--- config.mk ---
export PLATFORM = sky130hd
export DESIGN_NAME = matmul_seq_engine
export DESIGN_NICKNAME = d
export VERILOG_FILES = /design/src/rtl/matmul_seq_engine.sv
export SDC_FILE = /design/constraint.sdc
export NUM_CORES = 1
export LEC_CHECK = 0
export BUFFER_PORTS_ARGS = -buffer_cell sky130_fd_sc_hd__buf_2
export CORE_MARGIN = 5
export CORE_UTILIZATION = 45
export DETAILED_ROUTE_END_ITERATION = 8
export GPL_TIMING_DRIVEN = 1
export PLACE_DENSITY_LB_ADDON = 0.08
export SLEW_MARGIN = 5
export SYNTH_ARGS = -nofsm -noshare
export SYNTH_HDL_FRONTEND = slang
export SYNTH_SLANG_ARGS = --single-unit
--- constraint.sdc ---
create_clock -name clk -period 6.9 [get_ports clk]
set_input_delay 1.035 -clock clk [delete_from_list [all_inputs] [get_ports clk]]
set_output_delay 1.035 -clock clk [all_outputs]
set_load 0.02 [all_outputs]
--- src/rtl/matmul_seq_engine.sv ---
// ----------------------------------------------------------------------------
// matmul_seq_engine
//
// Purpose:
//   Sequential NxN integer matrix multiplier. The host writes operand
//   matrices A and B one element at a time, pulses start, and reads
//   C = A x B back by index once done pulses. One multiply-accumulate unit
//   is time-shared, so a full product takes N^3 cycles (one MAC per cycle).
//
// Build option:
//   MATMUL_SIGNED_EN  - when defined, A/B elements are two's-complement and
//                       C is a sign-extended RW-bit signed value. When not
//                       defined, everything is unsigned and zero-extended.
//
// Parameters:
//   N   matrix dimension (>= 2)
//   DW  operand element width
//   IW  element index width, $clog2(N*N) (derived)
//   RW  result element width, 2*DW+$clog2(N) (derived)
//
// Ports:
//   clk         clock, all state updates on the rising edge
//   reset       asynchronous active-low reset
//   load_en     write load_data into the selected operand store
//   load_sel_b  0 = load matrix A, 1 = load matrix B
//   load_addr   row-major element index (row*N+col) for the load
//   load_data   element value for the load
//   start       begin a multiplication (sampled while idle)
//   busy        high for the N^3 compute cycles
//   done        one-cycle pulse once C is complete
//   rd_addr     row-major index into C
//   rd_data     C[rd_addr], combinational; 0 for out-of-range indices
// ----------------------------------------------------------------------------
module matmul_seq_engine #(
  parameter  int N  = 2,
  parameter  int DW = 8,
  localparam int IW = $clog2(N*N),
  localparam int RW = 2*DW + $clog2(N)
) (
  input  logic          clk,
  input  logic          reset,
  input  logic          load_en,
  input  logic          load_sel_b,
  input  logic [IW-1:0] load_addr,
  input  logic [DW-1:0] load_data,
  input  logic          start,
  output logic          busy,
  output logic          done,
  input  logic [IW-1:0] rd_addr,
  output logic [RW-1:0] rd_data
);

  localparam int NN = N*N;
  localparam int CW = $clog2(N);  // width of the i/j/k loop counters
  localparam int PW = 2*DW;       // full-precision product width

  typedef enum logic [1:0] {
    ST_IDLE = 2'd0,
    ST_RUN  = 2'd1,
    ST_DONE = 2'd2
  } state_t;

  state_t          state_reg;
  logic            busy_reg;
  logic            done_reg;
  logic [RW-1:0]   acc_reg;
  logic [CW-1:0]   i_reg;
  logic [CW-1:0]   j_reg;
  logic [CW-1:0]   k_reg;

  logic [DW-1:0]   a_mem [NN];
  logic [DW-1:0]   b_mem [NN];
  logic [RW-1:0]   c_mem [NN];

  // --------------------------------------------------------------------------
  // Datapath: address generation and the shared MAC
  // --------------------------------------------------------------------------
  logic [IW-1:0]   a_idx;
  logic [IW-1:0]   b_idx;
  logic [IW-1:0]   c_idx;
  logic [DW-1:0]   a_elem;
  logic [DW-1:0]   b_elem;
  logic [PW-1:0]   product;
  logic [RW-1:0]   prod_ext;
  logic [RW-1:0]   sum_next;
  logic            k_last;
  logic            j_last;
  logic            i_last;
  logic            c_we;
  logic            load_ok;

  assign a_idx  = IW'(int'(i_reg) * N + int'(k_reg));
  assign b_idx  = IW'(int'(k_reg) * N + int'(j_reg));
  assign c_idx  = IW'(int'(i_reg) * N + int'(j_reg));
  assign a_elem = a_mem[a_idx];
  assign b_elem = b_mem[b_idx];

`ifdef MATMUL_SIGNED_EN
  // Operands are widened by sign extension so the product is exact in PW bits,
  // then the product is sign-extended into the accumulator width.
  assign product  = PW'($signed({{DW{a_elem[DW-1]}}, a_elem}) *
                        $signed({{DW{b_elem[DW-1]}}, b_elem}));
  assign prod_ext = {{(RW-PW){product[PW-1]}}, product};
`else
  assign product  = {{DW{1'b0}}, a_elem} * {{DW{1'b0}}, b_elem};
  assign prod_ext = {{(RW-PW){1'b0}}, product};
`endif

  // Two's-complement addition is the same operation for both builds; RW
  // leaves room for N products so no overflow is possible.
  assign sum_next = acc_reg + prod_ext;

  assign k_last = (k_reg == CW'(N-1));
  assign j_last = (j_reg == CW'(N-1));
  assign i_last = (i_reg == CW'(N-1));

  // C[i][j] is written on the final k step of each dot product.
  assign c_we   = (state_reg == ST_RUN) && k_last;

  // Operand stores are frozen only while computing; DONE still accepts loads.
  assign load_ok = load_en && (state_reg != ST_RUN) && (int'(load_addr) < NN);

  // --------------------------------------------------------------------------
  // Storage: one register per element so every entry clears on reset
  // --------------------------------------------------------------------------
  for (genvar gi = 0; gi < NN; gi++) begin : g_store
    always_ff @(posedge clk or negedge reset) begin
      if (!reset) begin
        a_mem[gi] <= '0;
        b_mem[gi] <= '0;
        c_mem[gi] <= '0;
      end else begin
        if (load_ok && !load_sel_b && (load_addr == IW'(gi))) begin
          a_mem[gi] <= load_data;
        end
        if (load_ok && load_sel_b && (load_addr == IW'(gi))) begin
          b_mem[gi] <= load_data;
        end
        if (c_we && (c_idx == IW'(gi))) begin
          c_mem[gi] <= sum_next;
        end
      end
    end
  end

  // --------------------------------------------------------------------------
  // Control FSM with registered busy/done
  // --------------------------------------------------------------------------
  always_ff @(posedge clk or negedge reset) begin
    if (!reset) begin
      state_reg <= ST_IDLE;
      busy_reg  <= 1'b0;
      done_reg  <= 1'b0;
      acc_reg   <= '0;
      i_reg     <= '0;
      j_reg     <= '0;
      k_reg     <= '0;
    end else begin
      case (state_reg)
        ST_IDLE: begin
          done_reg <= 1'b0;
          if (start) begin
            acc_reg   <= '0;
            i_reg     <= '0;
            j_reg     <= '0;
            k_reg     <= '0;
            busy_reg  <= 1'b1;
            state_reg <= ST_RUN;
          end
        end

        ST_RUN: begin
          if (!k_last) begin
            acc_reg <= sum_next;
            k_reg   <= k_reg + CW'(1);
          end else begin
            // Dot product complete: the store write happens in g_store.
            acc_reg <= '0;
            k_reg   <= '0;
            if (!j_last) begin
              j_reg <= j_reg + CW'(1);
            end else begin
              j_reg <= '0;
              if (!i_last) begin
                i_reg <= i_reg + CW'(1);
              end else begin
                i_reg     <= '0;
                busy_reg  <= 1'b0;
                done_reg  <= 1'b1;
                state_reg <= ST_DONE;
              end
            end
          end
        end

        ST_DONE: begin
          // start is deliberately not looked at here; a held start
          // re-triggers from IDLE on the following cycle.
          done_reg  <= 1'b0;
          state_reg <= ST_IDLE;
        end

        default: begin
          busy_reg  <= 1'b0;
          done_reg  <= 1'b0;
          state_reg <= ST_IDLE;
        end
      endcase
    end
  end

  assign busy    = busy_reg;
  assign done    = done_reg;
  assign rd_data = (int'(rd_addr) < NN) ? c_mem[rd_addr] : '0;

endmodule

# Word-level counts from Yosys, hierarchy flattened
# Index checks and enable logic that the tools add are counted.
# word_totals
regBits	156
latchBits	0
mem_bits_rw	0
mem_bits_ro	0
input_bits	17
output_inout_bits	19
wordCells	110
mem_count	0
# op_classes
addsub	7
n_mul	1
div	0
magnitude_cmp	3
n_eq_ne	13
shift	0
n_mux	36
bitwise	4
reduce_logical	27
# ops
operator	n
$mux 17	4
$bmux 17 s2	1
$pmux 17 s2	1
$bmux 8 s2	2
$mux 8	4
$add 17x16->17	1
$logic_and 1x1->1	16
$mul 8x8->16	1
$mux 1	15
$eq 2x2->1 const B	5
$ge 3x3->1 const B	3
$not 2->3	3
$mux 2	4
$ne 2x2->1 const B	4
$reduce_and 4->1	2
$add 2x1->2	3
$eq 2x1->1 const B	3
$logic_not 2->1	3
$pmux 1 s2	3
$reduce_and 3->1	2
$reduce_and 5->1	1
$pmux 2 s2	1
$add 1x1->1 const B	3
$pmux 1 s3	1
other kinds (5)	5

# Logic depth before layout (Yosys ltp)
# Gate-level depths: netlist (run 1).
# depth
ltp_word	9
depth_mapped	19
ltp_nobuf	17

# Worst setup path after synthesis (run 1)
# OpenSTA, ideal clock, no wires.
# synth_timing
kind	reg2reg
start	reg j_reg, in the netlist j_last
end	reg acc_reg[15]
setup_ps	144
arrival_ps	5031
t_required_ps	6756
slack_ps	1724
stages_incl_launch_ff	18
n_path_buf	2
synth_period_minus_slack_ps	5176
cell_sequence	dfrtp_1 buf_2 mux4_2 and2_1 fa_1 fa_1 inv_1 fa_1 fa_1 inv_1 ha_1 clkbuf_2 nand4_1 or3b_1 a21oi_2 nor3_4 a211oi_1 a311oi_1
# synth_via
elab_chain_cells	9
# synth_lines
element	line	text
start: declaration	68	logic [CW-1:0] j_reg;
start signal: assignment	181	j_reg <= j_reg + CW'(1);
$add 2x1->2	93	assign b_idx = IW'(int'(k_reg) * N + int'(j_reg));
$not 2->3 (implied by the code)	96	assign b_elem = b_mem[b_idx];
$bmux 8 s2	96	
$mux 8 (implied by the code) (2 in series)	96	
$mul 8x8->16	105	assign product = {{DW{1'b0}}, a_elem} * {{DW{1'b0}}, b_elem};
$add 17x16->17	111	assign sum_next = acc_reg + prod_ext;
$mux 17	173	if (!k_last) begin
$pmux 17 s2	159	case (state_reg)
end signal: assignment	174	acc_reg <= sum_next;
end: declaration	66	logic [RW-1:0] acc_reg;
# Every way passes these cells. The select of a mux whose other input is x is not followed.
# A chain may end at the register's enable or synchronous reset.

# Final worst setup path (run 1)
# layout_timing
start	reg k_reg, in the netlist k_last
end	reg c_mem[12] (netlist bit)
# layout_via
elab_chain_cells	7
word_cells_on_any_way	14
cone_classes	3 x add/sub; 1 x mul; 6 x mux; 2 x bitwise; 2 x reduce/logical
# layout_lines
element	line	text
start: declaration	69	logic [CW-1:0] k_reg;
start signal: assignment	175	k_reg <= k_reg + CW'(1);
$add 2x1->2 (on tied branches)	92, 93	
$not 2->3 (on tied branches)	95, 96	
$bmux 8 s2 (on tied branches)	95, 96	
$mux 8 (on tied branches) (2 in series)	95, 96	
$mul 8x8->16	105	
$add 17x16->17	111	
end signal: indexed assignment	140	c_mem[gi] <= sum_next;
end: declaration	73	logic [RW-1:0] c_mem [NN];
# Parallel ways exist; a longest one is shown, timed or not. The select of a mux whose other input is x is not followed.

==> reports/qor.yml, run 1 <==
status: "completed"
grt_use_total_pct: 19.0
drt_iter0_drc: 336
yosys.area.top_type: "dfrtp_1"
gp_congestion: 0.833
grt_pass1_wl_mm: 35.7
avgSynthCellArea_um2: 11.2
layout_common_cells: "nand2_1 (164), dfrtp_1 (156), inv_1 (98)"
cp.arrival_ns: 6.28
hold_path_class: "register to register"
rsz0062_at_grt: "no"
hold_viol_final: 0
io-pin-count: 36
postRouteAntennaNets: 0
routedWlPerCell_um: 18.4
drive_gt1_share_pct: 22.1
numPortBuffers: 35
cpMaxStageDelayCell: "dfrtp_1"
core-area_mm2: 0.0203
reg_top3: "c_mem: 68 flops, a_mem: 32 flops, b_mem: 32 flops"
clock_skew_ns: 0.0176
yosysSeqAreaShare_pct: 42.0
fmax_mhz: 167
worst_path_largest_cell_delay_ns: 1.06
ys_types: 54
cts_hold_buf: 0
h-tree-depth: 4
firstDrtPassIters: 4
cts-root-buf: "clkbuf_16"
clockBufferDepth: 2
postSynth.asyncResetShare_pct: 100
worstPathMaxFanout: 23
ys_seq_elements: 156
cts_resized: 0
start_util_pct: 45.7
dieWidth_um: 154
synth.top_cell.area_share_pct: 42.0
slew_viol_final: 0
clk_pin_slew_ns: 0.07
grt-ovfl-total: 0
antennaDiodeCount: 0
largest-register: "c_mem"
period_share_pct: 86.5
layout.nets: 968
startpoint_type: "register"
vias: 6187
synth.net_count: 937
synth_top_flop_cell: "dfrtp_1"
drv_cap: 0
die_y_um: 154
layout_min_cycle_time_ns: 5.97
fill_cells: 1843
finalWirelength_mm: 21.1
setup_viol: 0
tightest_slew_ns: 1.09
grt_pass1_vias: 6714
maxSlewHeadroom_pct: 27.4
dieArea_mm2: 0.0236
cts_setup_buffers: 0
vias_per_cell: 5.40
drc: 0
synth_area_mm2: 0.00929
worst_ep_required_time_ns: 7.21
final_common_cell: "nand2_1"
cp-end-kind: "register"
ys_top_cells_by_area: "dfrtp_1 (42%), fa_1 (11%), mux2_2 (8.7%)"
syn_inst: 832
ys_warn_count: 0
rows: 52
cts.sinks: 156
cts_buffers: 17
setup-tns-final_ns: 0
synth-edff-count: 0
worstSkewPairLatency_ns: 0.43
fin_cells: 1146
crit_chain: "mux4_2 -> and2_1 -> fa_1 -> inv_1 -> fa_1 -> inv_1 -> fa_1 -> inv_1 -> fa_1 -> inv_1 -> ha_1 -> nand4_1 -> a2111oi_0 -> nor3_1 -> mux2_2"
hpwl_mm: 15.7
largest_reg_flops: 68
antenna_found_initial: 0
areaGrowthSynthToFinish_pct: 11.3
grt_max_degree: 98
worstSetupPathType: "register to register"
placedCellCount: 1114
cts_tree: "done"
## path summary, 6_finish.rpt
| path | to | startpoint | cells past startpoint | slack (ns) |
|---|---|---|---|---|
| max | c_mem[12] | k_last | 15 | 0.93 |
| min | c_mem[21] | c_mem[21] | 2 | 0.48 |
| max reg2reg | c_mem[12] | k_last | 15 | 0.93 |
| min in group asynchronous | acc_reg[8] | reset | 1 | 0.65 |
| min reg2reg | c_mem[21] | c_mem[21] | 2 | 0.48 |
| max in group asynchronous | c_mem[42] | reset | 2 | 4.90 |
## cells in the mapped netlist, types with 2 or more instances
| master | count |
|---|---|
| clkbuf_1 | 16 |
| or3_1 | 2 |
| a211oi_1 | 2 |
| ha_1 | 38 |
| mux2i_1 | 3 |
| and3_1 | 2 |
| inv_1 | 98 |
| buf_2 | 9 |
| nand3b_2 | 3 |
| a21oi_1 | 14 |
| fa_1 | 50 |
| buf_4 | 2 |
| a311oi_1 | 5 |
| xnor2_1 | 7 |
| xor2_1 | 5 |
| nor3_1 | 10 |
| a22o_1 | 10 |
| nand3_1 | 2 |
| dfrtp_1 | 156 |
| a21o_1 | 3 |
| o22ai_1 | 3 |
| nand4_1 | 3 |
| nor3b_2 | 2 |
| nand2_1 | 164 |
| a31oi_1 | 2 |
| nor2_1 | 19 |
| mux4_2 | 33 |
| nand2b_1 | 5 |
| o21ai_0 | 39 |
| and2_1 | 30 |
| mux2_2 | 72 |
## cell families after synthesis
logic type,count (synthesis),share of synthesized area (%)
AOI/OAI and AO/OA,90,6.12
xor gates and xnor gates,12,1.13
adders and majority gates,88,15.9
buffers and inverters,127,5.35
DFF,156,42.0
muxes,108,17.1
and+or+nand+nor,251,12.4
## layout make-up
type                            count  area, um^2  share of cell area [%]
Timing Repair Buffer               41         226                    2.19
Clock buffer                       18         439                    4.25
Tap cell                          270         338                    3.27
Clock inverter                     14         178                    1.72
Multi-Input combinational cell    549        4880                    47.3
Inverter                           98         368                    3.56
Sequential cell                   156        3900                    37.8
## critical path: cells and delay by family (launching register included)
family,cells,cell delay [ns]
adder cells (fa/ha/maj),5,2.37
flip-flops,1,1.06
multiplexers,2,1.03
AND/OR/NAND/NOR,3,0.62
AO/OA/AOI/OAI,1,0.58
buffers and inverters,4,0.19
## stage by stage
step	utilization [%]	setup slack (ns)	hold WS, ns	area [um^2]
after CTS	50.9	0.906	0.476	10300
after floorplan	-	1.72	0.440	9290
final	50.9	0.930	0.476	10300
after detailed placement	47.9	0.930	0.462	9720
after global routing	50.9	0.528	0.498	10300
after global placement	47.9	0.984	0.455	9720
## layer usage
layer,vias to the layer above,track usage (%),routed length [um]
li1,2842,-,-
met1,3189,26.1,9590
met2,130,31.0,10400
met3,26,3.99,772
met4,0,4.84,346
met5,-,0,0
Power of run 1 is left out: the tool's default activity adds up to more than one toggle a clock period on the data nets, which glitch-free logic cannot reach.
==> inputs of run 2 (changes only) <==
--- a/config.mk
+++ b/config.mk
@@ -5,10 +5,11 @@
 export SDC_FILE = /design/constraint.sdc
 export NUM_CORES = 1
 export LEC_CHECK = 0
-export BUFFER_PORTS_ARGS = -buffer_cell sky130_fd_sc_hd__buf_2
 export CORE_MARGIN = 5
 export CORE_UTILIZATION = 45
+export CTS_BUF_LIST = sky130_fd_sc_hd__clkbuf_16
 export DETAILED_ROUTE_END_ITERATION = 8
+export DONT_BUFFER_PORTS = 1
 export GPL_TIMING_DRIVEN = 1
 export PLACE_DENSITY_LB_ADDON = 0.08
 export SLEW_MARGIN = 5
==> run 2 against run 1 <==
Compared with the run above:
- core utilization shrank 1.1 points
- sequential share of layout area is 0.81 points higher
- largest cell class unchanged
- design area fell by 2.1%
- critical path type unchanged
==> reports/qor.yml, run 2 (synthesis results as in run 1) <==
status: "completed"  # unchanged
cp-end-kind: "register"  # unchanged
cts.sinks: 156  # unchanged
antennaDiodeCount: 0  # unchanged
numPortBuffers: 0  # was 35
clk_pin_slew_ns: 0.07  # about the same
finalWirelength_mm: 21.1  # about the same
crit_start: "k_last"  # unchanged
reg2regPathDepth: 15  # unchanged
rr_endpoint: "c_mem[49]"  # was c_mem[12]
drive_gt1_share_pct: 18.9  # was 22.1%
fill_cells: 1876  # was 1843
hold_viol_final: 0  # unchanged
hpwl_mm: 15.7  # about the same
rsz0062_at_grt: "no"  # unchanged
tightest_slew_ns: 0.970  # was 1.09 ns
crit_buf_inv: 2  # was 4
grt_pass1_vias: 6506  # was 6714
cpMaxStageDelayCell: "dfrtp_1"  # unchanged
drt_iter0_drc: 333  # was 336
drc: 0  # unchanged
cp.arrival_ns: 6.05  # was 6.28 ns
largest_reg_flops: 68  # unchanged
core-area_mm2: 0.0203  # unchanged
areaGrowthSynthToFinish_pct: 9.00  # was 11.3%
r2r-start: "k_last"  # unchanged
period_share_pct: 83.6  # was 86.5%
cts_setup_buffers: 0  # unchanged
largest-register: "c_mem"  # unchanged
cts-root-buf: "clkbuf_16"  # unchanged
clock_skew_ns: 0.0109  # was 0.0176 ns
reg_top3: "c_mem: 68 flops, a_mem: 32 flops, b_mem: 32 flops"  # unchanged
die_y_um: 154  # unchanged
rrSetupSlack_ns: 1.13  # was 0.93 ns
grt_use_total_pct: 19.3  # was 19.0%
path_delay_family: "adder cells"  # unchanged
crit_chain: "mux4_2 -> and2_1 -> fa_1 -> fa_1 -> fa_1 -> inv_1 -> fa_1 -> inv_1 -> ha_1 -> nand4_1 -> or3b_1 -> a21oi_2 -> nor3_4 -> nor3_1 -> a311oi_1"  # was mux4_2 -> and2_1 -> fa_1 -> inv_1 -> fa_1 -> inv_1 -> fa_1 -> inv_1 -> fa_1 -> inv_1 -> ha_1 -> nand4_1 -> a2111oi_0 -> nor3_1 -> mux2_2
holdWs_ns: 0.301  # was 0.476 ns
dieWidth_um: 154  # unchanged
fmax_mhz: 173  # was 167 MHz
fin_util_pct: 49.9  # was 50.9%
start_util_pct: 45.7  # unchanged
grt_pass1_wl_mm: 36.0  # was 35.7 mm
gp_congestion: 0.831  # was 0.833
cp_num_cells: 15  # unchanged
routedWlPerCell_um: 19.0  # was 18.4 um
layout_min_cycle_time_ns: 5.77  # was 5.97 ns
crit_end: "c_mem[49]"  # was c_mem[12]
clockBufferDepth: 2  # unchanged
worstPathMaxFanout: 15  # was 23
layout.nets: 933  # was 968
maxSlewHeadroom_pct: 34.9  # was 27.4%
final_common_cell: "nand2_1"  # unchanged
vias_per_cell: 5.41  # was 5.40
setup-tns-final_ns: 0  # unchanged
grt-ovfl-total: 0  # unchanged
vias: 6014  # was 6187
cts_hold_buf: 0  # unchanged
antenna_found_initial: 0  # unchanged
dieArea_mm2: 0.0236  # unchanged
worstSkewPairLatency_ns: 0.43  # about the same
firstDrtPassIters: 4  # unchanged
setup_viol: 0  # unchanged
slew_viol_final: 0  # unchanged
cts_tree: "done"  # unchanged
worst_path_largest_cell_delay_ns: 0.88  # was 1.06 ns
cts_resized: 0  # unchanged
drv_cap: 0  # unchanged
cts_buffers: 17  # unchanged
postRouteAntennaNets: 0  # unchanged
io-pin-count: 36  # unchanged
rows: 52  # unchanged
layout_common_cells: "nand2_1 (164), dfrtp_1 (156), inv_1 (98)"  # unchanged
worst_ep_required_time_ns: 7.18  # was 7.21 ns
h-tree-depth: 4  # unchanged
startpoint_type: "register"  # unchanged
grt_max_degree: 157  # was 98
worstSetupPathType: "register to register"  # unchanged
hold_path_class: "input port to async pin"  # was register to register
crit_top_cell: "fa_1"
==> run 2: cell count changes in the layout (fill, tap and decap cells not counted), sizes merged <==
cell,previous run,this run
buf,41,6
bufinv,2,0
clkinvlp,1,3
clkbuf,18,17
inv,103,104
==> run 2: area by class of cell <==
class / instances / area [um^2] / area share, %
Timing Repair Buffer: 6 / 45.0 / 0.445
Clock buffer: 17 / 425 / 4.20
Multi-Input combinational cell: 549 / 4880 / 48.3
Tap cell: 270 / 338 / 3.34
Clock inverter: 15 / 156 / 1.55
Inverter: 98 / 368 / 3.63
Sequential cell: 156 / 3900 / 38.6
==> run 2: worst min-delay path by stage <==
stage / endpoint / slack (ns) / depth (start not counted)
finish: acc_reg[9] / 0.30 / 0
global route: acc_reg[8] / 0.28 / 0
CTS: acc_reg[9] / 0.28 / 0
detailed placement: c_mem[7] / 0.46 / 2
global placement: c_mem[35] / 0.46 / 2
floorplan: c_mem[17] / 0.44 / 2
==> run 2: per-layer routing <==
| metal | GRT usage, % | share of wire (%) | wire [um] |
|---|---|---|---|
| met1 | 26.1 | 44 | 9300 |
| met2 | 32.5 | 51 | 10800 |
| met3 | 3.74 | 3.8 | 803 |
| met4 | 4.71 | 0.91 | 192 |
| met5 | 0 | 0 | 0 |
==> run 2: metrics by stage <==
| stage | setup WS (ns) | instances | area (um^2) |
|---|---|---|---|
| global placement | 1.20 | 1079 | 9540 |
| finish | 1.13 | 1111 | 10100 |
| floorplan | 1.72 | 832 | 9290 |
| global route | 0.764 | 1111 | 10100 |
| CTS | 1.08 | 1111 | 10100 |
| detailed placement | 1.09 | 1079 | 9540 |
==> run 2: worst register-to-register path, stage by stage (launching register included) <==
cell	delay, ns
dfrtp_1	0.88
mux4_2	0.69
and2_1	0.20
fa_1	0.52
fa_1	0.53
fa_1	0.55
inv_1	0.05
fa_1	0.53
inv_1	0.04
ha_1	0.39
nand4_1	0.20
or3b_1	0.40
a21oi_2	0.21
nor3_4	0.12
nor3_1	0.24
a311oi_1	0.08
Power of run 2 is left out for the same reason.
==> inputs of run 3 (changes only) <==
==> constraint.sdc (replaced) <==
create_clock -name clk -period 6 [get_ports clk]
set_input_delay 0.9 -clock clk [delete_from_list [all_inputs] [get_ports clk]]
set_output_delay 0.9 -clock clk [all_outputs]
set_load 0.02 [all_outputs]
==> run 3 against run 2 <==
Compared with the run above:
- register-to-register slack got worse by 0.59 ns
- setup slack worse by 0.59 ns
- design area rose by 0.68%
- via count is the same
- final cell count is 0.63% higher
- die area did not move
- critical path type unchanged
- critical endpoint is now c_mem[67]
- largest cell class unchanged
==> reports/qor.yml, run 3 (synthesis results as in run 1) <==
tightest_slew_ns: 1.06  # was 0.970 ns
slew_viol_final: 0  # unchanged
largest_reg_flops: 68  # unchanged
vias_per_cell: 5.38  # was 5.41
postRouteAntennaNets: 0  # unchanged
area.sequential_mm2: 0.00391  # was 0.00390 mm^2
clockBufferDepth: 2  # unchanged
status: "completed"  # unchanged
dieArea_mm2: 0.0236  # unchanged
grt_pass1_vias: 6552  # was 6506
hpwl_mm: 15.8  # was 15.7 mm
finalWirelength_mm: 21.6  # was 21.1 mm
h-tree-depth: 4  # unchanged
hold_viol_final: 0  # unchanged
drv_cap: 0  # unchanged
cts_resized: 0  # unchanged
core-area_mm2: 0.0203  # unchanged
worstPathMaxFanout: 11  # was 15
final_common_cell: "nand2_1"  # unchanged
firstDrtPassIters: 5  # was 4
worstSetupPathType: "register to register"  # unchanged
cts_buffers: 17  # unchanged
io-pin-count: 36  # unchanged
cts_setup_buffers: 0  # unchanged
antennaDiodeCount: 0  # unchanged
fill_cells: 1820  # was 1876
multi_input_area_mm2: 0.00488  # unchanged
drive_gt1_share_pct: 19.7  # was 18.9%
reg_top3: "c_mem: 68 flops, a_mem: 32 flops, b_mem: 32 flops"  # unchanged
cp-end-kind: "register"  # unchanged
grt_max_degree: 157  # unchanged
rsz0062_at_grt: "no"  # unchanged
fin_util_pct: 50.2  # was 49.9%
grt_use_total_pct: 19.2  # was 19.3%
worst_ep_required_time_ns: 6.26  # was 7.18 ns
grt_pass1_wl_mm: 36.0  # unchanged
maxSlewHeadroom_pct: 28.8  # was 34.9%
grt-ovfl-total: 0  # unchanged
areaGrowthSynthToFinish_pct: 9.74  # was 9.00%
setup_viol: 0  # unchanged
die_y_um: 154  # unchanged
clk_pin_slew_ns: 0.07  # about the same
cts-root-buf: "clkbuf_16"  # unchanged
startpoint_type: "register"  # unchanged
fmax_mhz: 183  # was 173 MHz
layout.nets: 940  # was 933
antenna_found_initial: 0  # unchanged
cts_hold_buf: 0  # unchanged
routedWlPerCell_um: 19.3  # was 19.0 um
gp_congestion: 0.838  # was 0.831
setup-tns-final_ns: 0  # unchanged
start_util_pct: 45.7  # unchanged
layout_min_cycle_time_ns: 5.45  # was 5.77 ns
clock_skew_ns: 0.0116  # was 0.0109 ns
drt_iter0_drc: 276  # was 333
hold_path_class: "input port to async pin"  # unchanged
layout_common_cells: "nand2_1 (164), dfrtp_1 (155), inv_1 (98)"  # was nand2_1 (164), dfrtp_1 (156), inv_1 (98)
dieWidth_um: 154  # unchanged
numPortBuffers: 0  # unchanged
reg2regPathDepth: 14  # was 15
rows: 52  # unchanged
cts.sinks: 156  # unchanged
worstSkewPairLatency_ns: 0.43  # about the same
vias: 6014  # unchanged
period_share_pct: 90.9  # was 83.6%
drc: 0  # unchanged
largest-register: "c_mem"  # unchanged
cp.arrival_ns: 5.72  # was 6.05 ns
cts_tree: "done"  # unchanged
## run 3: cell count changes in the layout (fill, tap and decap cells not counted)
| cell | previous run | this run |
|---|---|---|
| dfrtp_2 | 0 | 1 |
| clkinv_8 | 3 | 4 |
| dfrtp_1 | 156 | 155 |
| buf_4 | 6 | 13 |
| clkinv_2 | 1 | 0 |
| clkinvlp_4 | 3 | 0 |
| clkinv_4 | 2 | 5 |
## run 3: worst max-delay path, stage by stage (launching register included)
cell and delay [ns]:
dfrtp_2 0.60, mux4_2 0.67, and2_1 0.20, fa_1 0.51, fa_1 0.55, inv_1 0.05, fa_1 0.50, fa_1 0.55
inv_1 0.04, ha_1 0.38, a21oi_1 0.33, o22ai_1 0.16, nor2_1 0.18, mux2i_1 0.40, o21ai_0 0.15
## run 3: stage by stage
step	hold slack, ns	std cells	area (um^2)	worst slack (ns)
after floorplan	0.440	832	9290	0.824
after global placement	0.454	1086	9590	0.402
after CTS	0.155	1118	10200	0.276
final	0.168	1118	10200	0.545
after detailed placement	0.462	1086	9590	0.306
after global routing	0.139	1118	10200	0.200
## run 3: layout make-up
class                   count  area share [%]
repair buffers             13           0.958
flip-flops and latches    156            38.3
clock inverters            15            1.68
multi-input cells         549            47.9
clock buffers              17            4.17
inverters                  98            3.61
well taps                 270            3.32
## run 3: final timing paths
kind	from	slack, ns	endpoint
hold / removal	reset	0.17	acc_reg[11]
setup reg to reg	k_last	0.55	c_mem[67]
max in group asynchronous	reset	5.46	a_mem[19]
min in group clk	c_mem[40]	0.48	c_mem[40]
hold reg to reg	c_mem[40]	0.48	c_mem[40]
setup / recovery	k_last	0.55	c_mem[67]
## run 3: per-layer routing
layer  GRT usage [%]  vias up  routed length, um
li1                -     2780                  -
met2            32.3       94              10800
met5               0        -                  0
met4            4.16        0                261
met3            3.99       18                718
met1            26.0     3122               9810
Power of run 3 is left out for the same reason.
